File: src/rtl/viterbi_pkg.sv
// viterbi_pkg
// Shared definitions for the Viterbi decoder controller: FSM state encoding,
// trellis window depth default, constraint-length limits and field widths,
// plus the frame-configuration legality check used at frame start.
package viterbi_pkg;

    localparam int TB_DEPTH_DEF = 15;
    localparam int K_MIN        = 3;
    localparam int K_MAX        = 6;
    localparam int SYM_W        = 2;
    localparam int COL_W        = 4;
    localparam int LEN_W        = 8;
    localparam int NS_W         = 6;

    typedef enum logic [2:0] {
        ST_IDLE    = 3'd0,
        ST_FILL    = 3'd1,
        ST_STEADY  = 3'd2,
        ST_TB_WAIT = 3'd3,
        ST_FLUSH   = 3'd4
    } state_t;

    function automatic logic cfg_legal(input logic [2:0] k, input logic [LEN_W-1:0] len);
        return (int'(k) >= K_MIN) && (int'(k) <= K_MAX) && (len != '0);
    endfunction

endpackage

File: src/rtl/viterbi_col_ctr.sv
// viterbi_col_ctr
// Trellis column pointer: counts 0..DEPTH-1 and wraps.
// Ports:
//   clk, rst  - clock, async active-high reset (column returns to 0)
//   clr_i     - synchronous clear to column 0 (has priority over adv_i)
//   adv_i     - advance one column
//   col_o     - current column
module viterbi_col_ctr
    import viterbi_pkg::*;
#(
    parameter int DEPTH = TB_DEPTH_DEF
) (
    input  logic             clk,
    input  logic             rst,
    input  logic             clr_i,
    input  logic             adv_i,
    output logic [COL_W-1:0] col_o
);

    logic [COL_W-1:0] col_q, col_d;

    always_comb begin
        col_d = col_q;
        if (clr_i) begin
            col_d = '0;
        end else if (adv_i) begin
            col_d = (col_q == COL_W'(DEPTH - 1)) ? '0 : col_q + COL_W'(1);
        end
    end

    always_ff @(posedge clk or posedge rst) begin
        if (rst) col_q <= '0;
        else     col_q <= col_d;
    end

    assign col_o = col_q;

endmodule

File: src/rtl/viterbi_ctrl.sv
// viterbi_ctrl
// Frame sequencer for a Viterbi decoder: accepts encoded symbols, strobes the
// ACS array with symbol and trellis column, and hands the survivor memory to
// the traceback engine (periodic tracebacks once the window is full, one
// flush traceback at frame end).
// Ports:
//   clk, rst                          - clock, async active-high reset
//   start, cfg_k, frame_len           - frame start request and its config
//   sym_valid, sym_data, sym_ready    - encoded-symbol handshake
//   acs_en, acs_sym, wr_col           - ACS strobe, symbol, trellis column
//   num_states                        - 2^(K-1) of the latched configuration
//   tb_start, tb_flush, tb_done       - traceback-engine handshake
//   busy, frame_done, cfg_err         - status (frame_done/cfg_err are pulses)
//
// state      | meaning
// -----------+------------------------------------------------------------
// ST_IDLE    | waiting for a legal start
// ST_FILL    | accepting symbols until the window holds TB_DEPTH columns
// ST_STEADY  | window full; accept one symbol, then trace back
// ST_TB_WAIT | periodic traceback in progress, symbol input stalled
// ST_FLUSH   | final flush traceback, then frame_done
module viterbi_ctrl
    import viterbi_pkg::*;
#(
    parameter int TB_DEPTH = TB_DEPTH_DEF
) (
    input  logic              clk,
    input  logic              rst,
    input  logic              start,
    input  logic [2:0]        cfg_k,
    input  logic [LEN_W-1:0]  frame_len,
    input  logic              sym_valid,
    input  logic [SYM_W-1:0]  sym_data,
    output logic              sym_ready,
    output logic              acs_en,
    output logic [SYM_W-1:0]  acs_sym,
    output logic [COL_W-1:0]  wr_col,
    output logic [NS_W-1:0]   num_states,
    output logic              tb_start,
    output logic              tb_flush,
    input  logic              tb_done,
    output logic              busy,
    output logic              frame_done,
    output logic              cfg_err
);

    state_t             state_q, state_d;
    logic [LEN_W-1:0]   cnt_q, cnt_d, len_q, len_d, cnt_inc;
    // num_states doubles as the latched constraint length (reset value 4 <-> K=3)
    logic [NS_W-1:0]    ns_q, ns_d;
    logic               pend_q, pend_d;
    logic               sym_ready_q, sym_ready_d, acs_en_q, acs_en_d;
    logic [SYM_W-1:0]   acs_sym_q, acs_sym_d;
    logic [COL_W-1:0]   wr_col_q, wr_col_d, col;
    logic               tb_start_q, tb_start_d, tb_flush_q, tb_flush_d;
    logic               busy_q, busy_d, frame_done_q, frame_done_d, cfg_err_q, cfg_err_d;
    logic               accept, start_ok, start_bad, done_ok;

    assign accept    = sym_valid & sym_ready_q;
    assign start_ok  = start & (state_q == ST_IDLE) & cfg_legal(cfg_k, frame_len);
    assign start_bad = start & (state_q == ST_IDLE) & ~cfg_legal(cfg_k, frame_len);
    // A traceback is only considered finished once it has actually been launched.
    assign done_ok   = tb_done & ~pend_q & ~tb_start_q;
    assign cnt_inc   = (cnt_q == len_q) ? cnt_q : cnt_q + LEN_W'(1);

    viterbi_col_ctr #(.DEPTH(TB_DEPTH)) u_col_ctr (
        .clk   (clk),
        .rst   (rst),
        .clr_i (start_ok),
        .adv_i (accept),
        .col_o (col)
    );

    always_ff @(posedge clk or posedge rst) begin
        if (rst) state_q <= ST_IDLE;
        else     state_q <= state_d;
    end

    always_comb begin
        state_d = state_q;
        unique case (state_q)
            ST_IDLE:    if (start_ok) state_d = ST_FILL;
            ST_FILL: begin
                if (accept) begin
                    if (cnt_inc == len_q)                     state_d = ST_FLUSH;
                    else if (cnt_inc == LEN_W'(TB_DEPTH))     state_d = ST_STEADY;
                end
            end
            ST_STEADY:  if (accept) state_d = ST_TB_WAIT;
            ST_TB_WAIT: if (done_ok) state_d = (cnt_q == len_q) ? ST_FLUSH : ST_STEADY;
            ST_FLUSH:   if (done_ok) state_d = ST_IDLE;
            default:    state_d = ST_IDLE;
        endcase
    end

    always_comb begin
        sym_ready_d  = (state_d == ST_FILL) || (state_d == ST_STEADY);
        busy_d       = (state_d != ST_IDLE);
        acs_en_d     = accept;
        acs_sym_d    = accept ? sym_data : acs_sym_q;
        wr_col_d     = accept ? col : wr_col_q;
        // Traceback launch waits one cycle after entry so the last ACS column
        // is written before the engine reads the survivor memory.
        pend_d       = (state_d != state_q) &&
                       ((state_d == ST_TB_WAIT) || (state_d == ST_FLUSH));
        tb_start_d   = pend_q;
        tb_flush_d   = pend_q && (state_q == ST_FLUSH);
        frame_done_d = (state_q == ST_FLUSH) && done_ok;
        cfg_err_d    = start_bad;
        cnt_d        = cnt_q;
        len_d        = len_q;
        ns_d         = ns_q;
        if (start_ok) begin
            cnt_d = '0;
            len_d = frame_len;
            ns_d  = NS_W'(1) << (cfg_k - 3'd1);
        end else if (accept) begin
            cnt_d = cnt_inc;
        end
    end

    always_ff @(posedge clk or posedge rst) begin
        if (rst) begin
            cnt_q        <= '0;
            len_q        <= '0;
            ns_q         <= NS_W'(4);
            pend_q       <= 1'b0;
            sym_ready_q  <= 1'b0;
            acs_en_q     <= 1'b0;
            acs_sym_q    <= '0;
            wr_col_q     <= '0;
            tb_start_q   <= 1'b0;
            tb_flush_q   <= 1'b0;
            busy_q       <= 1'b0;
            frame_done_q <= 1'b0;
            cfg_err_q    <= 1'b0;
        end else begin
            cnt_q        <= cnt_d;
            len_q        <= len_d;
            ns_q         <= ns_d;
            pend_q       <= pend_d;
            sym_ready_q  <= sym_ready_d;
            acs_en_q     <= acs_en_d;
            acs_sym_q    <= acs_sym_d;
            wr_col_q     <= wr_col_d;
            tb_start_q   <= tb_start_d;
            tb_flush_q   <= tb_flush_d;
            busy_q       <= busy_d;
            frame_done_q <= frame_done_d;
            cfg_err_q    <= cfg_err_d;
        end
    end

    assign sym_ready  = sym_ready_q;
    assign acs_en     = acs_en_q;
    assign acs_sym    = acs_sym_q;
    assign wr_col     = wr_col_q;
    assign num_states = ns_q;
    assign tb_start   = tb_start_q;
    assign tb_flush   = tb_flush_q;
    assign busy       = busy_q;
    assign frame_done = frame_done_q;
    assign cfg_err    = cfg_err_q;

endmodule

File: config.mk
export PLATFORM = sky130hd
export DESIGN_NAME = viterbi_ctrl
export DESIGN_NICKNAME = d
export VERILOG_FILES = /design/src/rtl/viterbi_pkg.sv /design/src/rtl/viterbi_col_ctr.sv /design/src/rtl/viterbi_ctrl.sv
export SDC_FILE = /design/constraint.sdc
export NUM_CORES = 1
export LEC_CHECK = 0
export ABC_CLOCK_PERIOD_IN_PS = 3800
export BUFFER_PORTS_ARGS = -buffer_cell sky130_fd_sc_hd__buf_2
export CAP_MARGIN = 40
export CORE_AREA = 4 4 61 85
export CTS_CLUSTER_DIAMETER = 50
export DETAILED_ROUTE_END_ITERATION = 12
export DIE_AREA = 0 0 65 89
export GPL_TIMING_DRIVEN = 0
export PLACE_DENSITY = 0.75
export SLEW_MARGIN = 20
export SYNTH_ARGS = -nofsm -noshare
export SYNTH_HDL_FRONTEND = slang
export SYNTH_SLANG_ARGS = --single-unit
File: constraint.sdc
create_clock -name clk -period 3.8 [get_ports clk]
set_input_delay 0 -clock clk [delete_from_list [all_inputs] [get_ports clk]]
set_output_delay 0 -clock clk [all_outputs]
set_load 0.02 [all_outputs]
==> results of run 1 <==
## layout make-up
| class | count | area (um2) | area share (%) |
|---|---|---|---|
| Sequential cell | 43 | 1080 | 38.0 |
| Tap cell | 62 | 77.6 | 2.73 |
| Clock inverter | 2 | 12.5 | 0.441 |
| Clock buffer | 6 | 72.6 | 2.56 |
| Multi-Input combinational cell | 177 | 1160 | 40.9 |
| Buffer | 13 | 80.1 | 2.82 |
| Timing Repair Buffer | 50 | 330 | 11.6 |
| Inverter | 7 | 26.3 | 0.926 |
## cells by family (layout without fill, tap and decap cells)
kind of cell | count (synthesis) | count (layout) | synth area share [%]
adder cells (fa/ha/maj) | 1 | 1 | 0.534
multiplexers | 11 | 11 | 5.18
XOR/XNOR | 18 | 18 | 8.17
AO/OA/AOI/OAI | 40 | 40 | 11.5
buffers and inverters | 20 | 78 | 4.54
AND/OR/NAND/NOR | 107 | 107 | 24.1
flip-flops | 43 | 43 | 46.0
## worst min-delay path by stage
stage                     start             to  slack [ns]
finish                 cfg_k[1]  num_states[4]        0.02
global route           cfg_k[1]  num_states[5]        0.02
CTS                    cfg_k[1]  num_states[4]        0.01
floorplan           sym_data[0]     acs_sym[0]        0.11
global placement    sym_data[1]     acs_sym[1]        0.19
detailed placement          rst  num_states[0]       0.007
## worst register-to-register path, stage by stage (launching register included)
cell and delay [ns]:
dfrtp_1 0.40, ha_1 0.20, clkbuf_1 0.22, xor2_1 0.19, o21ai_0 0.22, o221a_2 0.23, a31oi_2 0.11, a311oi_4 0.36
nand3b_1 0.20, a32oi_1 0.11
## power breakdown
part | internal, mW | switching [mW]
Sequential | 0.621 | 0.126
Combinational | 0.437 | 0.591
Clock | 0.129 | 0.160
## per-stage QoR
stage	power, mW	hold WS (ns)	worst slack, ns	instances
floorplan	1.54	0.105	1.78	240
global placement	1.74	0.193	1.45	338
detailed placement	1.77	0.00694	1.44	339
CTS	2.07	0.0124	1.43	360
global route	2.22	0.0225	1.31	360
finish	2.06	0.0178	1.43	360
## sequential cells by signal, summed over array words and instances, names as in the netlist
name / flops
acs_en: 1
acs_sym: 2
busy: 1
cfg_err: 1
cnt_q: 8
frame_done: 1
len_q: 8
num_states: 6
pend_q: 1
state_q: 3
sym_ready: 1
tb_flush: 1
tb_start: 1
u_col_ctr.col_o: 4
wr_col: 4
## placed cells by master (no fill, tap or decap), types with 3 or more instances in the layout
master         instances
and3_1                 6
nor3b_1                3
nor2_1                22
a21oi_1               13
o21ai_0               13
nand2_1               37
xnor2_1                6
nor3_1                 5
clkbuf_1               7
clkbuf_8               5
dfrtp_1               42
inv_1                  6
nand4b_1               3
nor2b_1                5
xor2_1                 9
buf_6                  3
buf_2                 37
dlygate4sd3_1         13
nand3_1               10
mux2_2                 9
## routing by layer
| metal | up-vias | global-route usage [%] | share of wire (%) |
|---|---|---|---|
| met5 | - | 0 | 0 |
| li1 | 937 | - | - |
| met3 | 14 | 3.90 | 4.3 |
| met4 | 0 | 11.0 | 3.3 |
| met2 | 58 | 33.3 | 52 |
| met1 | 892 | 23.6 | 41 |
## what timing repair did
action / CTS / global route
setup buffers: 0 / 0
hold buffers: 13 / 0
hold endpoints to repair: 35 / 0
gates resized for setup: 0 / 0
==> run metrics, run 1 <==
run status complete, no violations; GPL Wtd Cong 0.844; number of synthesized flops with an enable pin 0; worst-skew pair later-pin latency 0.30 ns; Post-synth top cells dfrtp_1 (42), nand2_1 (37), nor2_1 (22); WL final 5170 um; 1st-iter DRT viols 73; ranking of synthesized cells by area dfrtp_1 (45%), nand2_1 (5.9%), mux2_2 (4.3%); Cells after Synth 240; Util after Layout 63.6%; detailed placement HPWL 3690 um; CP Launch Point cnt_q[0]; Clock Sinks 43; Reg2Reg Setup Slack 1.43 ns; sequential-to-total area share from yosys stat 46.0%; Synth area leader dfrtp_1; Critical Path Sink pend_q; Worst R2R Path Depth 9; VDD IR-drop max 0.456 mV; largest net degree at the start of global routing 28; final critical-path share of the clock period 62.3%; clk slew on worst S/H paths 0.08 ns; CTS Buf Count 5; Synth Net Count 259; Port Buf Inserts 36; Initial Util 52.5%; power per cell area 728 nW/um2; H-tree lvl count 2; CP Depth 9; CTS tree built; DR WL/cell 14.3 um; Total GRT Usage 19.7%; io pins 37; Post-synth ARST share 100%; # DRC 0; Worst EP required 3.98 ns; row count 29; cell with the most instances after synthesis dfrtp_1; setup tns final 0 ns; Synth top area share 44.8%; max_slew headroom 64.8%; cell area after layout 2840 um2; layout cells sized above 1 24.2%; Syn. warnings 0; CP top delay family compound AO/OA/AOI/OAI gates; Root Driver clkbuf_8; Pleak 1.34 nW; vias per std cell 5.28; post-layout min period 2.37 ns; total number of vias 1,901; RSZ-0062 raised after global routing no; Filler Cells Inserted 379; Core Footprint 4460 um2; Crit-path slowest cell dfrtp_1; slowest stage delay, CP 0.40 ns; Slew @ Worst Pin 0.528 ns; Finish-stage setup viols 0; buffer and inverter count on the worst path 1; Routed Antenna Nets 0; number of global-route vias before repair 1,833; Worst Hold Path Cells 3; reg2reg start cnt_q[0]; die area 5790 um2; total gr overflow 0; startpoint type of the worst setup path register; antenna violations before repair 0; Pins Over Slew Limit 0; CP endpoint kind register; Syn Std Cell Area 2340 um2; #FFs+latches synth 43; antenna cells 0; placed inst area 2620 um2; Synth Flop Type dfrtp_1; Max Buffers Root-to-Sink 2; nets 316; Worst Path Class, Setup register to register; first-pass GRT wire length 8620 um; f_max 423 MHz; Avg Inst Size Synth 9.76 um2; drt pass-1 iters 4; hold crit path type input port to register; WP data arrival 2.55 ns; RR Endpoint pend_q; Final Hold Fails 0; max-cap violation count 0; die width 65 um; number of distinct library cells after synthesis 53; worst path cell trace ha_1 -> clkbuf_1 -> xor2_1 -> o21ai_0 -> o221a_2 -> a31oi_2 -> a311oi_4 -> nand3b_1 -> a32oi_1; Final Skew 0.00696 ns; Die Y 89 um; layout overhead on the synthesized area 21.0%; Max FO, Critical Path 10
No activity file was read; power rests on OpenSTA's default activity.
==> inputs of run 2 (changes only) <==
--- a/config.mk
+++ b/config.mk
@@ -5,7 +5,7 @@
 export SDC_FILE = /design/constraint.sdc
 export NUM_CORES = 1
 export LEC_CHECK = 0
-export ABC_CLOCK_PERIOD_IN_PS = 3800
+export ABC_CLOCK_PERIOD_IN_PS = 2200
 export BUFFER_PORTS_ARGS = -buffer_cell sky130_fd_sc_hd__buf_2
 export CAP_MARGIN = 40
 export CORE_AREA = 4 4 61 85
==> constraint.sdc (replaced) <==
create_clock -name clk -period 2.2 [get_ports clk]
set_input_delay 0 -clock clk [delete_from_list [all_inputs] [get_ports clk]]
set_output_delay 0 -clock clk [all_outputs]
set_load 0.02 [all_outputs]
==> run 2 against run 1 <==
  * Clock-buffer cell count stayed put
  * Sequential share of layout area is 1.1 points lower
  * Sequential power is 75% higher
  * Clock skew hardly changed
  * Combinational power is 89% higher
  * Die area stayed put
  * Maximum frequency is 7.8% higher
  * Setup slack worse by 1.4 ns
  * Largest cell class unchanged
  * Highest routed layer unchanged
==> run metrics, run 2 (synthesis results as in run 1) <==
setup tns final 0 ns (unchanged); Initial Util 52.5% (unchanged); max_slew headroom 67.0% (was 64.8%); hold crit path type input port to register (unchanged); layout overhead on the synthesized area 24.8% (was 21.0%); Root Driver clkbuf_8 (unchanged); DR WL/cell 14.8 um (was 14.3 um); drt pass-1 iters 4 (unchanged); die width 65 um (unchanged); RR Endpoint state_q[0] (was pend_q); CTS tree built (unchanged); Worst R2R Path Depth 8 (was 9); nets 319 (was 316); Pins Over Slew Limit 0 (unchanged); slowest stage delay, CP 0.42 ns (was 0.40 ns); Finish-stage setup viols 0 (unchanged); HP Start cfg_k[2] (was cfg_k[1]); Max FO, Critical Path 10 (unchanged); Final Skew 0.00694 ns (was 0.00696 ns); post-layout min period 2.20 ns (was 2.37 ns); WHS 0.0243 ns (was 0.0178 ns); worst path cell trace buf_6 -> xor2_2 -> nor4_4 -> a22oi_1 -> nor3_2 -> and4bb_2 -> or3_4 -> o211ai_2 (was ha_1 -> clkbuf_1 -> xor2_1 -> o21ai_0 -> o221a_2 -> a31oi_2 -> a311oi_4 -> nand3b_1 -> a32oi_1); vias per std cell 5.35 (was 5.28); WL final 5360 um (was 5170 um); Reg2Reg Setup Slack 0.004 ns (was 1.43 ns); Die Y 89 um (unchanged); H-tree lvl count 2 (unchanged); RSZ-0062 raised after global routing yes (was no); WP data arrival 2.42 ns (was 2.55 ns); Crit-path slowest cell nor4_4 (was dfrtp_1); multi-input logic area 1210 um2 (was 1160 um2); reg2reg start cnt_q[2] (was cnt_q[0]); die area 5790 um2 (unchanged); Worst Hold Path Cells 3 (unchanged); Hold EP num_states[4] (unchanged); Core Footprint 4460 um2 (unchanged); max-cap violation count 0 (unchanged); Total GRT Usage 19.8% (was 19.7%); Pleak 1.37 nW (was 1.34 nW); buffer and inverter count on the worst path 1 (unchanged); total number of vias 1,943 (was 1,901); Filler Cells Inserted 366 (was 379); CP endpoint kind register (unchanged); Port Buf Inserts 36 (unchanged); Worst EP required 2.43 ns (was 3.98 ns); largest net degree at the start of global routing 28 (unchanged); Util after Layout 65.5% (was 63.6%); run status complete, no violations (unchanged); CTS Buf Count 5 (unchanged); commonest non-fill, non-tap cell in the layout dfrtp_1 (unchanged); clk slew on worst S/H paths 0.08 ns (about the same); register area 1080 um2 (about the same); antenna cells 0 (unchanged); Slew @ Worst Pin 0.493 ns (was 0.528 ns); row count 29 (unchanged); io pins 37 (unchanged); startpoint type of the worst setup path register (unchanged); layout cells sized above 1 28.9% (was 24.2%); first-pass GRT wire length 8670 um (was 8620 um); 1st-iter DRT viols 69 (was 73); total gr overflow 0 (unchanged); GPL Wtd Cong 0.844 (unchanged); final critical-path share of the clock period 99.8% (was 62.3%); cell area after layout 2920 um2 (was 2840 um2); detailed placement HPWL 3690 um (unchanged); antenna violations before repair 0 (unchanged); power per cell area 1290 nW/um2 (was 728 nW/um2); f_max 455 MHz (was 423 MHz); Final Hold Fails 0 (unchanged); Total Power 3.76 mW (was 2.06 mW); placed inst area 2620 um2 (unchanged); Clock Sinks 43 (unchanged); Worst Path Class, Setup register to register (unchanged); # DRC 0 (unchanged); VDD IR-drop max 0.706 mV (was 0.456 mV); Max Buffers Root-to-Sink 2 (unchanged); commonest non-fill, non-tap cells in the layout dfrtp_1 (41), nand2_1 (36), buf_2 (36), nor2_1 (22) (was dfrtp_1 (42), nand2_1 (37), buf_2 (37), nor2_1 (22)); Routed Antenna Nets 0 (unchanged); worst-skew pair later-pin latency 0.30 ns (about the same); number of global-route vias before repair 1,843 (was 1,833); CP top delay family simple AND/OR/NAND/NOR gates (was compound AO/OA/AOI/OAI gates)
## run 2: changes by cell type in the layout (fill, tap and decap cells not counted), sizes merged
| cell | change |
|---|---|
| buf | +3 |
## run 2: routing by layer
| layer | up-vias | global-route usage [%] | part of all wire (%) |
|---|---|---|---|
| met2 | 65 | 33.1 | 52 |
| met1 | 922 | 24.0 | 40 |
| met3 | 15 | 3.77 | 4.5 |
| met5 | - | 0 | 0 |
| li1 | 941 | - | - |
| met4 | 0 | 11.3 | 3.2 |
## run 2: how the worst max path moves through the flow
stage / endpoint / from / cells after the start
CTS: state_q[0] / cnt_q[5] / 9
global placement: sym_ready / cnt_q[0] / 9
floorplan: state_q[0] / cnt_q[0] / 8
detailed placement: pend_q / cnt_q[0] / 9
finish: state_q[0] / cnt_q[2] / 8
global route: pend_q / cnt_q[7] / 7
## run 2: final cells by class
class | count | area share (%)
inverter | 7 | 0.899
multi-input combinational | 177 | 41.4
timing repair buffer | 55 | 12.6
tap | 62 | 2.65
clock buffer | 6 | 2.48
clock inverter | 2 | 0.428
sequential | 43 | 36.9
buffer | 11 | 2.65
## run 2: per-stage QoR
stage                     worst slack (ns)  cells
final                              0.00444    363
after global routing               -0.0762    363
after CTS                          0.00788    359
after detailed placement            -0.162    339
after global placement              -0.155    338
after floorplan                      0.181    240
## run 2: worst reg2reg max path, stage by stage (launching register included)
cell and delay (ns):
dfrtp_1 0.38, buf_6 0.14, xor2_2 0.16, nor4_4 0.42, a22oi_1 0.16, nor3_2 0.21, and4bb_2 0.26, or3_4 0.33
o211ai_2 0.06
## run 2: what timing repair did
item | in CTS | in global routing
endpoints found under the hold margin | 35 | 0
setup buffers | 0 | 5
gates resized for setup | 2 | 16
hold buffers | 13 | 0
pin swaps | 3 | 9
endpoints found under the setup margin | 4 | 14
## run 2: report_power, final
group,switching (mW),total (mW),internal (mW)
sequential,0.238,1.31,1.07
clock,0.277,0.499,0.222
combinational,1.08,1.95,0.874
